$ cat src/rtl/result_uart_tx_if.sv
`default_nettype none
// ============================================================================
// Module      : result_uart_tx_if
// Description : Push-side and status signals of the result UART transmitter.
//               The master side pushes bytes and observes the status flags
//               and the serial line; the slave side is the transmitter.
// Revision    : 1.0 - initial release
// ============================================================================
interface result_uart_tx_if;
    logic       wr_en;
    logic [7:0] wr_data;
    logic       full;
    logic       empty;
    logic       busy;
    logic       overflow;
    logic       tx;

    modport master (
        output wr_en, wr_data,
        input  full, empty, busy, overflow, tx
    );

    modport slave (
        input  wr_en, wr_data,
        output full, empty, busy, overflow, tx
    );
endinterface
`default_nettype wire

$ cat src/rtl/result_uart_tx.sv
`default_nettype none
// ============================================================================
// Module      : result_uart_tx
// Description : Small byte FIFO feeding an 8N1 UART serializer. Frames are
//               sent back to back while the FIFO holds data. Define the macro
//               RESULT_UART_PARITY_EN to add an even-parity bit (8E1 frames).
// Revision    : 1.0 - initial release
// ============================================================================
module result_uart_tx #(
    parameter int CLKS_PER_BIT = 521,
    parameter int DEPTH        = 4
) (
    input  wire logic      clk,
    input  wire logic      reset,
    result_uart_tx_if.slave bus
);

    localparam int          AW        = $clog2(DEPTH);
    localparam logic [AW:0] DEPTH_CNT = (AW + 1)'(DEPTH);
    localparam logic [15:0] BIT_LAST  = 16'(CLKS_PER_BIT - 1);

    typedef enum logic [2:0] {
        S_IDLE   = 3'd0,
        S_START  = 3'd1,
        S_DATA   = 3'd2,
        S_STOP   = 3'd3
`ifdef RESULT_UART_PARITY_EN
        , S_PARITY = 3'd4
`endif
    } state_t;

    // FIFO storage and bookkeeping
    logic [7:0]    mem [DEPTH];
    logic [AW-1:0] wr_ptr;
    logic [AW-1:0] rd_ptr;
    logic [AW:0]   count;
    logic          fifo_full;
    logic          fifo_empty;
    logic          push;
    logic          pop;
    logic          overflow;

    // Serializer state
    state_t        state;
    state_t        state_nxt;
    logic [15:0]   timer;
    logic [15:0]   timer_nxt;
    logic [2:0]    bit_idx;
    logic [2:0]    bit_nxt;
    logic [7:0]    shreg;
    logic [7:0]    shreg_nxt;
    logic          tx_q;
    logic          tx_nxt;
    logic          bit_last;

    // Full is taken from the count at the start of the cycle, so a pop in the
    // same cycle never makes room for a push.
    assign fifo_full  = (count == DEPTH_CNT);
    assign fifo_empty = (count == '0);
    assign push       = bus.wr_en & ~fifo_full;
    assign bit_last   = (timer == BIT_LAST);

    assign bus.full     = fifo_full;
    assign bus.empty    = fifo_empty;
    assign bus.busy     = (state != S_IDLE);
    assign bus.overflow = overflow;
    assign bus.tx       = tx_q;

    // FIFO data array; writes are suppressed while reset is held.
    always_ff @(posedge clk) begin
        if (reset && push) begin
            mem[wr_ptr] <= bus.wr_data;
        end
    end

    // FIFO pointers, occupancy and sticky overflow flag.
    always_ff @(posedge clk) begin
        if (!reset) begin
            wr_ptr   <= '0;
            rd_ptr   <= '0;
            count    <= '0;
            overflow <= 1'b0;
        end else begin
            if (push) begin
                wr_ptr <= wr_ptr + 1'b1;
            end
            if (pop) begin
                rd_ptr <= rd_ptr + 1'b1;
            end
            if (push && !pop) begin
                count <= count + 1'b1;
            end else if (!push && pop) begin
                count <= count - 1'b1;
            end
            if (bus.wr_en && fifo_full) begin
                overflow <= 1'b1;
            end
        end
    end

    // Serializer registers; reset aborts any frame and idles the line high.
    always_ff @(posedge clk) begin
        if (!reset) begin
            state   <= S_IDLE;
            timer   <= '0;
            bit_idx <= '0;
            shreg   <= '0;
            tx_q    <= 1'b1;
        end else begin
            state   <= state_nxt;
            timer   <= timer_nxt;
            bit_idx <= bit_nxt;
            shreg   <= shreg_nxt;
            tx_q    <= tx_nxt;
        end
    end

    // Serializer next state, bit timing and FIFO pop decision.
    always_comb begin
        state_nxt = state;
        timer_nxt = timer;
        bit_nxt   = bit_idx;
        shreg_nxt = shreg;
        tx_nxt    = tx_q;
        pop       = 1'b0;
        case (state)
            S_IDLE: begin
                if (!fifo_empty) begin
                    pop       = 1'b1;
                    shreg_nxt = mem[rd_ptr];
                    state_nxt = S_START;
                    tx_nxt    = 1'b0;
                    timer_nxt = '0;
                    bit_nxt   = '0;
                end
            end
            S_START: begin
                if (bit_last) begin
                    timer_nxt = '0;
                    state_nxt = S_DATA;
                    tx_nxt    = shreg[0];
                end else begin
                    timer_nxt = timer + 16'd1;
                end
            end
            S_DATA: begin
                if (bit_last) begin
                    timer_nxt = '0;
                    if (bit_idx == 3'd7) begin
`ifdef RESULT_UART_PARITY_EN
                        state_nxt = S_PARITY;
                        tx_nxt    = ^shreg;
`else
                        state_nxt = S_STOP;
                        tx_nxt    = 1'b1;
`endif
                    end else begin
                        bit_nxt = bit_idx + 3'd1;
                        tx_nxt  = shreg[bit_idx + 3'd1];
                    end
                end else begin
                    timer_nxt = timer + 16'd1;
                end
            end
`ifdef RESULT_UART_PARITY_EN
            S_PARITY: begin
                if (bit_last) begin
                    timer_nxt = '0;
                    state_nxt = S_STOP;
                    tx_nxt    = 1'b1;
                end else begin
                    timer_nxt = timer + 16'd1;
                end
            end
`endif
            S_STOP: begin
                if (bit_last) begin
                    timer_nxt = '0;
                    // Chain straight into the next frame when data is waiting.
                    if (!fifo_empty) begin
                        pop       = 1'b1;
                        shreg_nxt = mem[rd_ptr];
                        state_nxt = S_START;
                        tx_nxt    = 1'b0;
                        bit_nxt   = '0;
                    end else begin
                        state_nxt = S_IDLE;
                    end
                end else begin
                    timer_nxt = timer + 16'd1;
                end
            end
            default: begin
                state_nxt = S_IDLE;
                tx_nxt    = 1'b1;
                timer_nxt = '0;
            end
        endcase
    end

endmodule
`default_nettype wire

$ cat src/flat_wrapper.sv
// flat-port wrapper written by rule: the top's interface ports become plain ports
module result_uart_tx_flat 
#(
    parameter int CLKS_PER_BIT = 521,
    parameter int DEPTH        = 4
)
  (clk, reset, bus_wr_en, bus_wr_data, bus_full, bus_empty, bus_busy, bus_overflow, bus_tx);
  result_uart_tx_if bus_i ();
  input  wire logic clk;
  input  wire logic reset;
  input wire logic [$bits(bus_i.wr_en)-1:0] bus_wr_en;
  input wire logic [$bits(bus_i.wr_data)-1:0] bus_wr_data;
  output wire logic [$bits(bus_i.full)-1:0] bus_full;
  output wire logic [$bits(bus_i.empty)-1:0] bus_empty;
  output wire logic [$bits(bus_i.busy)-1:0] bus_busy;
  output wire logic [$bits(bus_i.overflow)-1:0] bus_overflow;
  output wire logic [$bits(bus_i.tx)-1:0] bus_tx;
  assign bus_i.wr_en = bus_wr_en;
  assign bus_i.wr_data = bus_wr_data;
  assign bus_full = bus_i.full;
  assign bus_empty = bus_i.empty;
  assign bus_busy = bus_i.busy;
  assign bus_overflow = bus_i.overflow;
  assign bus_tx = bus_i.tx;
  result_uart_tx #(.CLKS_PER_BIT(CLKS_PER_BIT), .DEPTH(DEPTH)) u_core (.clk(clk), .reset(reset), .bus(bus_i));
endmodule
$ cat config.mk
export PLATFORM = sky130hd
export DESIGN_NAME = result_uart_tx_flat
export DESIGN_NICKNAME = d
export VERILOG_FILES = /design/src/rtl/result_uart_tx_if.sv /design/src/rtl/result_uart_tx.sv /design/src/flat_wrapper.sv
export SDC_FILE = /design/constraint.sdc
export NUM_CORES = 1
export LEC_CHECK = 0
export ABC_AREA = 1
export ABC_CLOCK_PERIOD_IN_PS = 2500
export CAP_MARGIN = 20
export CORE_MARGIN = 2
export CORE_UTILIZATION = 60
export DETAILED_ROUTE_END_ITERATION = 10
export GPL_ROUTABILITY_DRIVEN = 0
export GPL_TIMING_DRIVEN = 0
export MAX_ROUTING_LAYER = met4
export PLACE_DENSITY = 0.81
export SYNTH_ARGS = -nofsm -noshare
export SYNTH_HDL_FRONTEND = slang
export SYNTH_SLANG_ARGS = --single-unit
$ cat constraint.sdc
create_clock -name clk -period 2.5 [get_ports clk]
set_clock_uncertainty 0.05 [all_clocks]
set_input_delay 0.5 -clock clk [delete_from_list [all_inputs] [get_ports clk]]
set_output_delay 0.5 -clock clk [all_outputs]
set_load 0.02 [all_outputs]
==> Yosys cells after proc, flatten, opt, wreduce, memory -nomap -nowiden <==
Memories as Yosys holds them, arrays and structs flattened. A register that Yosys moved wholly into a read port is not among the register bits.
Index checks and enable logic that the tools add are counted.
W data, S select, Z words.
{ "totals": {"wordCells": 83, "n_memories": 1, "inputBits": 11, "ram_bits": 32, "reg_bits": 39} }
{ "memory_table": {"columns": ["memory", "depth", "width", "read_ports", "rd_ports_with_merged_regs", "wr", "line", "rtl"], "rows": [
  ["u_core.mem", 4, 8, 1, 1, 1, "result_uart_tx.sv:33", "logic [7:0] mem [DEPTH];"]
]} }
{ "classes": {"mux": 35, "eq_ne": 12, "bitwise": 2, "magnitude_cmp": 1, "add_sub_neg": 6, "reduce_logical": 17} }
{ "ops": {"columns": ["op", "n"], "rows": [
  ["$mux W3", 11],
  ["$mux W16", 2],
  ["$pmux W16 S2", 1],
  ["$add A16 B1 Y16 const B", 1],
  ["$eq A16 B10 Y1 const B", 1],
  ["$mux W8", 2],
  ["$pmux W8 S2", 1],
  ["$pmux W3 S4", 1],
  ["$mux W1", 11],
  ["$pmux W3 S3", 1],
  ["$ne A2 B1 Y1 const B", 4],
  ["$add A3 B1 Y3 const B", 2],
  ["$eq A3 B2 Y1 const B", 2],
  ["$eq A3 B3 Y1 const B", 2],
  ["$logic_not A3 Y1", 2],
  ["$reduce_bool A3 Y1", 2],
  ["$reduce_and A5 Y1", 1],
  ["$add A2 B1 Y2 const B", 2],
  ["$logic_and A1 B1 Y1", 4],
  ["$lt A3 B4 Y1 const B", 1],
  ["$mux W2", 2],
  ["$ne A2 B2 Y1 const B", 2],
  ["$pmux W1 S4", 1],
  ["$reduce_and A4 Y1", 1],
  ["other kinds (11)", 13]
]} }

==> Depth between registers and ports, before layout <==
Gate-level depths: netlist (run 1).
{ "depth": {"word_depth": 7, "ltp_mapped": 14, "mapped_depth_nobuf": 14} }

==> Worst setup path before layout (run 1) <==
Ideal clock, no wire load.
{ "synth_timing": {"path_type": "flip-flop to flip-flop", "startpoint": "register u_core.count[0]", "endpoint": "register u_core.count[2]", "n_path_buf": 0, "required_ns": 2.328, "arrival_ns": 2.071, "path_stages_with_launch": 15, "setup_slack_ns": 0.257, "period_less_slack_ns": 2.243, "cell_sequence": "dfxtp_1 -> nor2_2 -> nand2_4 -> inv_1 -> nor2_4 -> nand2_1 -> nand2_1 -> inv_1 -> ha_1 -> inv_1 -> fa_1 -> a21oi_1 -> o21ai_0 -> o21ai_0 -> a21oi_1"} }
{ "synth_between": {"elab_chain_len": 7, "elab_cells_between_ends": 16, "classes_between": "2 x add/sub; 1 x eq/ne; 5 x mux; 2 x bitwise; 6 x reduce/logical"} }
{ "synth_lines": {"columns": ["item", "line", "rtl"], "rows": [
  ["start, declared", "result_uart_tx.sv:36", "logic [AW:0] count;"],
  ["start signal, assigned", "result_uart_tx.sv:91", "count <= count + 1'b1;"],
  ["start signal, assigned", "result_uart_tx.sv:93", "count <= count - 1'b1;"],
  ["$logic_not A3 Y1 (*)", "result_uart_tx.sv:59", "assign fifo_empty = (count == '0);"],
  ["via bus_empty", "flat_wrapper.sv:14", "output wire logic [$bits(bus_i.empty)-1:0] bus_empty;"],
  ["$mux W1 (*)", "result_uart_tx.sv:128, result_uart_tx.sv:180", null],
  ["$mux W1", "result_uart_tx.sv:177", "if (bit_last) begin"],
  ["$pmux W1 S2 (*)", "result_uart_tx.sv:126", "case (state)"],
  ["$logic_not A1 Y1", "result_uart_tx.sv:90", "if (push && !pop) begin"],
  ["$logic_and A1 B1 Y1", "result_uart_tx.sv:90", null],
  ["$mux W3 or $reduce_bool A2 Y1 (tied branches)", null, null]
]} }
Mark *: on every way through the listed nets, which the timed path passes. The rest lies on a longest branch. The select of a mux whose other input is x is not followed.
A chain may end at the register's enable or synchronous reset.

==> Worst setup path in the final report (run 1) <==
{ "layout_timing": {"startpoint": "register u_core.state[1]", "endpoint": "output port bus_busy"} }
{ "layout_between": {"elab_chain_len": 1} }
{ "layout_lines": {"columns": ["item", "line", "rtl"], "rows": [
  ["start, declared", "result_uart_tx.sv:44", "state_t state;"],
  ["start signal, assigned", "result_uart_tx.sv:110", "state <= state_nxt;"],
  ["$reduce_bool A3 Y1", "result_uart_tx.sv:65", "assign bus.busy = (state != S_IDLE);"],
  ["end, declared", "flat_wrapper.sv:15", "output wire logic [$bits(bus_i.busy)-1:0] bus_busy;"]
]} }
No other way between the ends.

==> impl_metrics.toml, run 1 <==
[timing]
hold_viol = 0
finalCriticalPeriod_ns = 2.41
setup_tns_ns = 0
finalSetupViolCount = 0
worstMarginPinSlew_ns = 0.765
slew_violations = 0
relSlewSlack_pct = 48.8
rsz0062_at_grt = "false"
fin_crit_sh_pct = 96.5
fmax_mhz = 414

[critical_path]
crit_type = "flop to output port"
crit_path_end_kind = "output port"
critPathArrivalTime_ns = 1.86
cp_max_fo = 4
cp.required_ns = 1.95
cp-start-kind = "flop"

[clock_network]
cts_tree = "built"
htreeDepth = 3
clk_root_buffer_cell = "clkbuf_8"
cts_hold_buf = 0
cts_buffers = 9
insertion_delay_ns = 0.33
clockBufferDepth = 2
cts_sinks = 72
path_clk_slew_ns = 0.07

[placed_design]
hpwl_um = 4910
port_buffers = 15
dpl_cell_area_um2 = 3670

[floorplanning]
dieArea_um2 = 6340
core_area_um2 = 5510
num_rows = 27
die_w_um = 79.6
initial_core_util_pct = 62.3
die_y_um = 79.6
pin_count = 16

[power_and_ir_drop]
leakage_uw = 0.00153
p_sw_uw = 1700
seqPwrFrac_pct = 38.1
p_clk_share_pct = 18.0
vdd_drop_max_mv = 0.705
power.density_nw_per_um2 = 1090
internal-power_uw = 2500
sw_frac_of_total_pct = 40.5
share_comb_of_total_power_pct = 43.9

[layout]
ff_latch_area_um2 = 1770
stdcell_area_um2 = 3870
fillerInstances = 436
multi_input_area_um2 = 1460
layout-drive-gt1-share_pct = 11.7
fin_nets = 458
diodes = 0
synthToLayoutAreaGrowth_pct = 12.7

[logic_synthesis]
synth_edf_count = 32
synthCells = 404
synth_fp_nets = 430
syn_area_um2 = 3430
yosys_warnings = 0
synth_ff_type = "dfxtp_1"
ys_async_sr_fraction_pct = 0
yosysUniqueCellTypes = 29
ys_ff_latch = 72
avgSynthCellArea_um2 = 8.50
synth.yosys.seq_area_share_pct = 51.3

[flow_run]
max_cap_violations = 0

[drt]
wl_um = 6720
vias = 2682
initialDrtViolationCount = 125
firstDrtPassIters = 4
drc = 0
wl_per_cell_um = 13.2
antenna_left = 0
avgViaCountPerCell = 5.27

[outcome]
run_status = "completed"

[global_routing]
grt_util_all_layers_pct = 24.2
grt_pass1_wl_um = 11500
grt_pass1_vias = 2610
antenna_found_initial = 0
overflow = 0
grt_max_degree = 12

[min_path]
hold_path.class = "flop to flop"
==> power groups by stage <==
stage,clock [uW],combinational [uW],sequential [uW]
6_report,759,1850,1600
2_1_floorplan,0,1330,1570
4_1_cts,768,1760,1590
3_3_place_gp,0,1690,1600
5_1_grt,827,2090,1620
3_5_place_dp,0,1750,1610
==> cells by family after synthesis <==
kind of cell / Yosys count / share of synthesized area [%]
multiplexers: 1 / 0.292
AO/OA/AOI/OAI: 59 / 9.11
AND/OR/NAND/NOR: 197 / 25.8
adder cells (fa/ha/maj): 15 / 5.69
flip-flops: 72 / 51.3
XOR/XNOR: 4 / 1.02
buffers and inverters: 56 / 6.74
==> final cells by class <==
class / instances / area share, %
Sequential cell: 72 / 45.7
Multi-Input combinational cell: 276 / 37.7
Inverter: 50 / 4.92
Timing Repair Buffer: 17 / 4.27
Clock buffer: 12 / 3.49
Tap cell: 72 / 2.33
Buffer: 6 / 1.07
Clock inverter: 4 / 0.550
==> critical path, cell delays in order (launching register included) <==
cell and delay [ns]:
dfxtp_2 0.36, inv_1 0.10, ha_1 0.24, inv_1 0.17, clkdlybuf4s50_1 0.67
==> cell usage in the layout, fill, tap and decap left out, types with 5 or more instances in the layout <==
master           count
nor3_1               6
nand2_1             81
ha_1                13
dfxtp_1             36
clkbuf_8             9
nand2_2              5
nor2_1              59
nor3_2               7
a21oi_1             25
o21ai_0             23
nand3_1             29
edfxtp_1            32
clkdlybuf4s50_1     15
inv_1               45
o22ai_1              8
==> cells in the mapped netlist (2+ instances only) <==
cell type / number / area share [%]
nand2_1: 82 / 9.0
o22ai_1: 8 / 1.5
buf_6: 2 / 0.66
inv_1: 47 / 5.1
inv_2: 2 / 0.22
o21ai_0: 24 / 3.5
nand3_1: 29 / 4.2
buf_2: 3 / 0.44
nor3_2: 7 / 2.0
a21oi_2: 2 / 0.51
nor2_1: 59 / 6.5
nor3_1: 6 / 0.87
xor2_1: 4 / 1.0
ha_1: 14 / 5.1
dfxtp_1: 40 / 23
edfxtp_1: 32 / 28
a21oi_1: 25 / 3.6
nand2_2: 4 / 0.73
nor2_2: 4 / 0.73
==> flip-flops by register name, indices dropped and copies added, names as in the netlist, named ones only <==
register,flops
u_core.timer,16
u_core.mem,32
u_core.bus.tx,1
u_core.shreg,8
u_core.bus.overflow,1
u_core.wr_ptr,2
u_core.count,3
u_core.state,2
u_core.rd_ptr,2
u_core.bit_idx,3
==> path summary, 6_finish.rpt <==
path	start	to	slack, ns	cells after the start
worst max-delay path	u_core.state[1]	bus_busy	0.09	4
worst min-delay path	u_core.shreg[3]	u_core.shreg[3]	0.43	2
worst max register to register	u_core.state[1]	u_core.count[2]	0.24	13
worst min register to register	u_core.shreg[3]	u_core.shreg[3]	0.43	2
==> timing repair <==
| action | CTS | global route |
|---|---|---|
| resized for setup | 0 | 11 |
| endpoints found under the setup margin | 0 | 3 |
| buffers inserted | 0 | 2 |
==> metal layers <==
metal / routed length, um / track usage [%]
met5: 0 / -
met3: 200 / 3.39
met2: 3250 / 38.9
met4: 138 / 10.9
met1: 3130 / 30.5
==> through the flow <==
stage | setup slack (ns) | std cells | power [uW] | hold slack [ns] | util [%]
finish | 0.0873 | 509 | 4200 | 0.427 | 70.3
global placement | 0.0943 | 491 | 3290 | 0.389 | 66.7
global route | 0.0236 | 509 | 4540 | 0.440 | 70.3
CTS | 0.0113 | 507 | 4120 | 0.423 | 69.5
floorplan | 0.257 | 404 | 2910 | 0.391 | -
detailed placement | 0.0340 | 491 | 3370 | 0.415 | 66.7
No activity file was read; power rests on OpenSTA's default activity.
==> inputs of run 2 (changes only) <==
--- a/config.mk
+++ b/config.mk
@@ -15,6 +15,7 @@
 export GPL_TIMING_DRIVEN = 0
 export MAX_ROUTING_LAYER = met4
 export PLACE_DENSITY = 0.81
+export SETUP_SLACK_MARGIN = 0.3
 export SYNTH_ARGS = -nofsm -noshare
 export SYNTH_HDL_FRONTEND = slang
 export SYNTH_SLANG_ARGS = --single-unit
==> constraint.sdc (replaced) <==
create_clock -name clk -period 2.5 [get_ports clk]
set_clock_uncertainty 0.05 [all_clocks]
set_input_delay 0.5 -clock clk [delete_from_list [all_inputs] [get_ports clk]]
set_output_delay 0.5 -clock clk [all_outputs]
set_load 0.005 [all_outputs]
==> impl_metrics.toml, run 2 (synthesis results as in run 1) <==
[outcome]
run_status = "completed"

[clock_network]
path_clk_slew_ns = 0.07
cts_tree = "built"
cts_hold_buf = 0
htreeDepth = 3
cts_sinks = 72
insertion_delay_ns = 0.34
clockBufferDepth = 2
clk_root_buffer_cell = "clkbuf_8"
cts_buffers = 9

[critical_path]
reg2reg_depth = 13
crit_type = "flop to flop"
cp.required_ns = 2.68
crit_path_end_kind = "flop"
cp-start-kind = "flop"
reg2reg_slack_ns = 0.34
cp_max_fo = 4
critPathArrivalTime_ns = 2.33

[timing]
fmax_mhz = 463
hold_viol = 0
relSlewSlack_pct = 46.4
finalSetupViolCount = 0
worstMarginPinSlew_ns = 0.800
fin_crit_sh_pct = 86.3
rsz0062_at_grt = "true"
setup_ws_ns = 0.342
slew_violations = 0
finalCriticalPeriod_ns = 2.16
setup_tns_ns = 0

[min_path]
hold_path.class = "flop to flop"
whs_path_depth = 2

[floorplanning]
die_w_um = 79.6
die_y_um = 79.6
pin_count = 16
num_rows = 27
initial_core_util_pct = 62.3
core_area_um2 = 5510
dieArea_um2 = 6340

[drt]
vias = 2750
antenna_left = 0
firstDrtPassIters = 5
wl_per_cell_um = 13.1
initialDrtViolationCount = 216
wl_um = 6710
avgViaCountPerCell = 5.36
drc = 0

[layout]
fin_nets = 462
top_register = "u_core.mem"
final_cell_mix = "nand2_1, nor2_1, inv_1"
final_common_cell = "nand2_1"
diodes = 0
layout-drive-gt1-share_pct = 16.6
top_regs = "u_core.mem (32), u_core.timer (16), u_core.shreg (8)"
stdcell_area_um2 = 3980
final_cell_count_no_fill = 513
synthToLayoutAreaGrowth_pct = 15.9
largest_reg_flops = 32

[flow_run]
max_cap_violations = 0

[global_routing]
antenna_found_initial = 0
grt_pass1_vias = 2526
grt_max_degree = 13
overflow = 0
grt_pass1_wl_um = 10900
grt_util_all_layers_pct = 23.3

[placed_design]
port_buffers = 15
placed_cells = 491
dpl_cell_area_um2 = 3670
place_ws_ns = 0.0327
hpwl_um = 4610

[power_and_ir_drop]
power.density_nw_per_um2 = 1100
vdd_drop_max_mv = 0.885
leakage_uw = 0.00156
[run 2: critical path: stages, from the launching register on]
cell     delay (ns)
dfxtp_4        0.38
inv_4          0.05
ha_4           0.30
nor2_4         0.04
nand3_2        0.09
nand2_4        0.07
inv_2          0.06
ha_4           0.13
inv_4          0.04
fa_2           0.40
a21oi_2        0.17
o21ai_2        0.08
o21ai_1        0.13
a21oi_1        0.05
[run 2: per-stage QoR]
stage | power (uW) | util [%] | hold WS [ns]
5_1_grt | 4710 | 72.2 | 0.426
2_1_floorplan | 2870 | - | 0.391
4_1_cts | 4200 | 70.6 | 0.409
6_report | 4380 | 72.2 | 0.403
3_5_place_dp | 3300 | 66.7 | 0.394
3_3_place_gp | 3250 | 66.7 | 0.393
[run 2: area by class of cell]
type                       instances  area, um^2
timing repair buffer              21         195
inverter                          50         198
tap                               72        90.1
sequential                        72        1770
clock buffer                      10         128
buffer                             6        41.3
multi-input combinational        276        1520
clock inverter                     6        36.3
fill                             384        1530
[run 2: worst paths after layout]
path / from / end
min: u_core.bus.overflow / u_core.bus.overflow
min reg2reg: u_core.bus.overflow / u_core.bus.overflow
max reg2reg: u_core.state[1] / u_core.count[2]
max: u_core.state[1] / u_core.count[2]
[run 2: what timing repair did]
item	CTS	global route
resized for setup	12	25
pin swaps	4	9
endpoints found under the setup margin	4	2
setup buffers	4	2
[run 2: power breakdown]
group          leakage [uW]  internal [uW]  total, uW  switching (uW)
Combinational      0.000860            827       2000            1170
Clock             0.0000773            353        780             426
Sequential         0.000620           1440       1600             160
[run 2: routing by layer]
metal | vias to the layer above | global-route usage (%) | share of wire [%] | wire [um]
met5 | - | - | 0 | 0
met4 | 0 | 7.59 | 1.9 | 127
met3 | 16 | 5.88 | 3.9 | 264
met2 | 69 | 36.6 | 47 | 3180
met1 | 1270 | 29.7 | 47 | 3140
li1 | 1395 | - | - | -
==> inputs of run 3 (changes only) <==
--- a/config.mk
+++ b/config.mk
@@ -8,6 +8,7 @@
 export ABC_AREA = 1
 export ABC_CLOCK_PERIOD_IN_PS = 2500
 export CAP_MARGIN = 20
+export CORE_ASPECT_RATIO = 1.2
 export CORE_MARGIN = 2
 export CORE_UTILIZATION = 60
 export DETAILED_ROUTE_END_ITERATION = 10
==> impl_metrics.toml, run 3 (synthesis results as in run 1) <==
[floorplanning]
num_rows = 30
die_y_um = 86.9
core_area_um2 = 5590
initial_core_util_pct = 61.4
die_w_um = 73.0
pin_count = 16
dieArea_um2 = 6340

[layout]
diodes = 0
final_cell_count_no_fill = 503
top_register = "u_core.mem"
largest_reg_flops = 32
top_regs = "u_core.mem (32), u_core.timer (16), u_core.shreg (8)"
final_common_cell = "nand2_1"
multi_input_area_um2 = 1500
synthToLayoutAreaGrowth_pct = 14.4
fin_nets = 460
final_cell_mix = "nand2_1, nor2_1, inv_1"
ff_latch_area_um2 = 1770
layout-drive-gt1-share_pct = 15.9
fillerInstances = 429

[min_path]
hold_path_startpoint = "u_core.bus.overflow"
whs_path_depth = 2
hold_path.class = "flop to flop"
hold_end = "u_core.bus.overflow"

[critical_path]
critPathArrivalTime_ns = 1.58
cp-start-kind = "flop"
crit_path_end_kind = "output port"
crit_type = "flop to output port"
reg2reg_depth = 13
slowest_delay_ns = 0.49
slowest_stage = "clkdlybuf4s50_1"
path_cells = "inv_2 > ha_1 > inv_2 > clkdlybuf4s50_1"
reg2reg_slack_ns = 0.39
cp_max_fo = 4
critPathBufInv = 3
reg2reg_from = "u_core.state[1]"
crit_family = "buffers and inverters"
cp.required_ns = 1.95
critPathMostFrequentCell = "inv_2"
reg2reg_to = "u_core.count[2]"

[clock_network]
cts_hold_buf = 0
path_clk_slew_ns = 0.08
htreeDepth = 3
clk_root_buffer_cell = "clkbuf_8"
insertion_delay_ns = 0.35
cts_buffers = 9
clockBufferDepth = 2
cts_sinks = 72
cts_tree = "built"

[drt]
initialDrtViolationCount = 200
avgViaCountPerCell = 5.40
vias = 2718
wl_per_cell_um = 13.4
antenna_left = 0
drc = 0
wl_um = 6770
firstDrtPassIters = 4

[power_and_ir_drop]
p_clk_share_pct = 18.2
leakage_uw = 0.00154
power.density_nw_per_um2 = 1100
internal-power_uw = 2580
seqPwrFrac_pct = 37.0
vdd_drop_max_mv = 0.633
sw_frac_of_total_pct = 40.0
p_sw_uw = 1720
share_comb_of_total_power_pct = 44.7

[placed_design]
hpwl_um = 4790
place_ws_ns = 0.0864
placed_cells = 483
port_buffers = 15

[global_routing]
grt_pass1_wl_um = 11200
overflow = 0
grt_pass1_vias = 2574
grt_util_all_layers_pct = 24.1
antenna_found_initial = 0
grt_max_degree = 13

[timing]
finalSetupViolCount = 0
rsz0062_at_grt = "true"
worstMarginPinSlew_ns = 0.767
relSlewSlack_pct = 48.7
fmax_mhz = 470
fin_crit_sh_pct = 85.1
setup_ws_ns = 0.372
hold_viol = 0
slew_violations = 0
setup_tns_ns = 0
finalCriticalPeriod_ns = 2.13

[flow_run]
max_cap_violations = 0

[outcome]
run_status = "completed"
[run 3: cell types whose count changed in the layout (fill, tap and decap cells not counted), sizes merged]
| cell | delta |
|---|---|
| clkinv | -1 |
| buf | -2 |
| clkbuf | +1 |
[run 3: power groups by stage]
| stage | Clock, uW | Sequential (uW) | Combinational [uW] |
|---|---|---|---|
| floorplan | 0 | 1560 | 1300 |
| global placement | 0 | 1600 | 1660 |
| detailed placement | 0 | 1610 | 1700 |
| CTS | 787 | 1590 | 1830 |
| global route | 849 | 1610 | 2160 |
| finish | 783 | 1590 | 1920 |
[run 3: cell type report]
| type | count | area share (%) |
|---|---|---|
| multi-input cells | 276 | 38.2 |
| well taps | 64 | 2.04 |
| plain buffers | 6 | 1.05 |
| clock buffers | 11 | 3.35 |
| inverters | 50 | 4.91 |
| flip-flops and latches | 72 | 45.0 |
| repair buffers | 19 | 4.59 |
| clock inverters | 5 | 0.861 |
[run 3: worst max path at each step]
stage | cells past startpoint | endpoint | start
global route | 14 | u_core.count[2] | u_core.count[1]
detailed placement | 11 | u_core.count[1] | u_core.state[0]
finish | 4 | bus_busy | u_core.state[0]
global placement | 11 | u_core.count[1] | u_core.state[1]
floorplan | 11 | u_core.count[1] | u_core.state[0]
CTS | 13 | u_core.count[2] | u_core.state[1]
[run 3: layer usage]
| layer | share of wire [%] | track usage (%) |
|---|---|---|
| met3 | 3.3 | 6.13 |
| met4 | 2.6 | 13.1 |
| met2 | 51 | 39.0 |
| met5 | 0 | - |
| met1 | 43 | 27.1 |
[run 3: stage by stage]
step                      cell area, um^2  hold WS [ns]  total power, uW  util, %
after floorplan                      3430         0.391             2870        -
after global placement               3660         0.391             3260     65.5
after detailed placement             3660         0.399             3310     65.5
after CTS                            3880         0.413             4200     69.4
after global routing                 3930         0.444             4620     70.2
final                                3930         0.406             4300     70.2
[run 3: timing repair]
| item | 4_1_cts | 5_1_grt |
|---|---|---|
| pin swaps | 3 | 7 |
| setup buffers | 4 | 0 |
| setup endpoints to repair | 4 | 2 |
| gates resized for setup | 12 | 17 |
| cloned | 0 | 0 |
[run 3: tightest hold or removal path: stages, from the launching register on]
cell     delay, ns
dfxtp_1       0.31
inv_1         0.05
a21oi_1       0.05
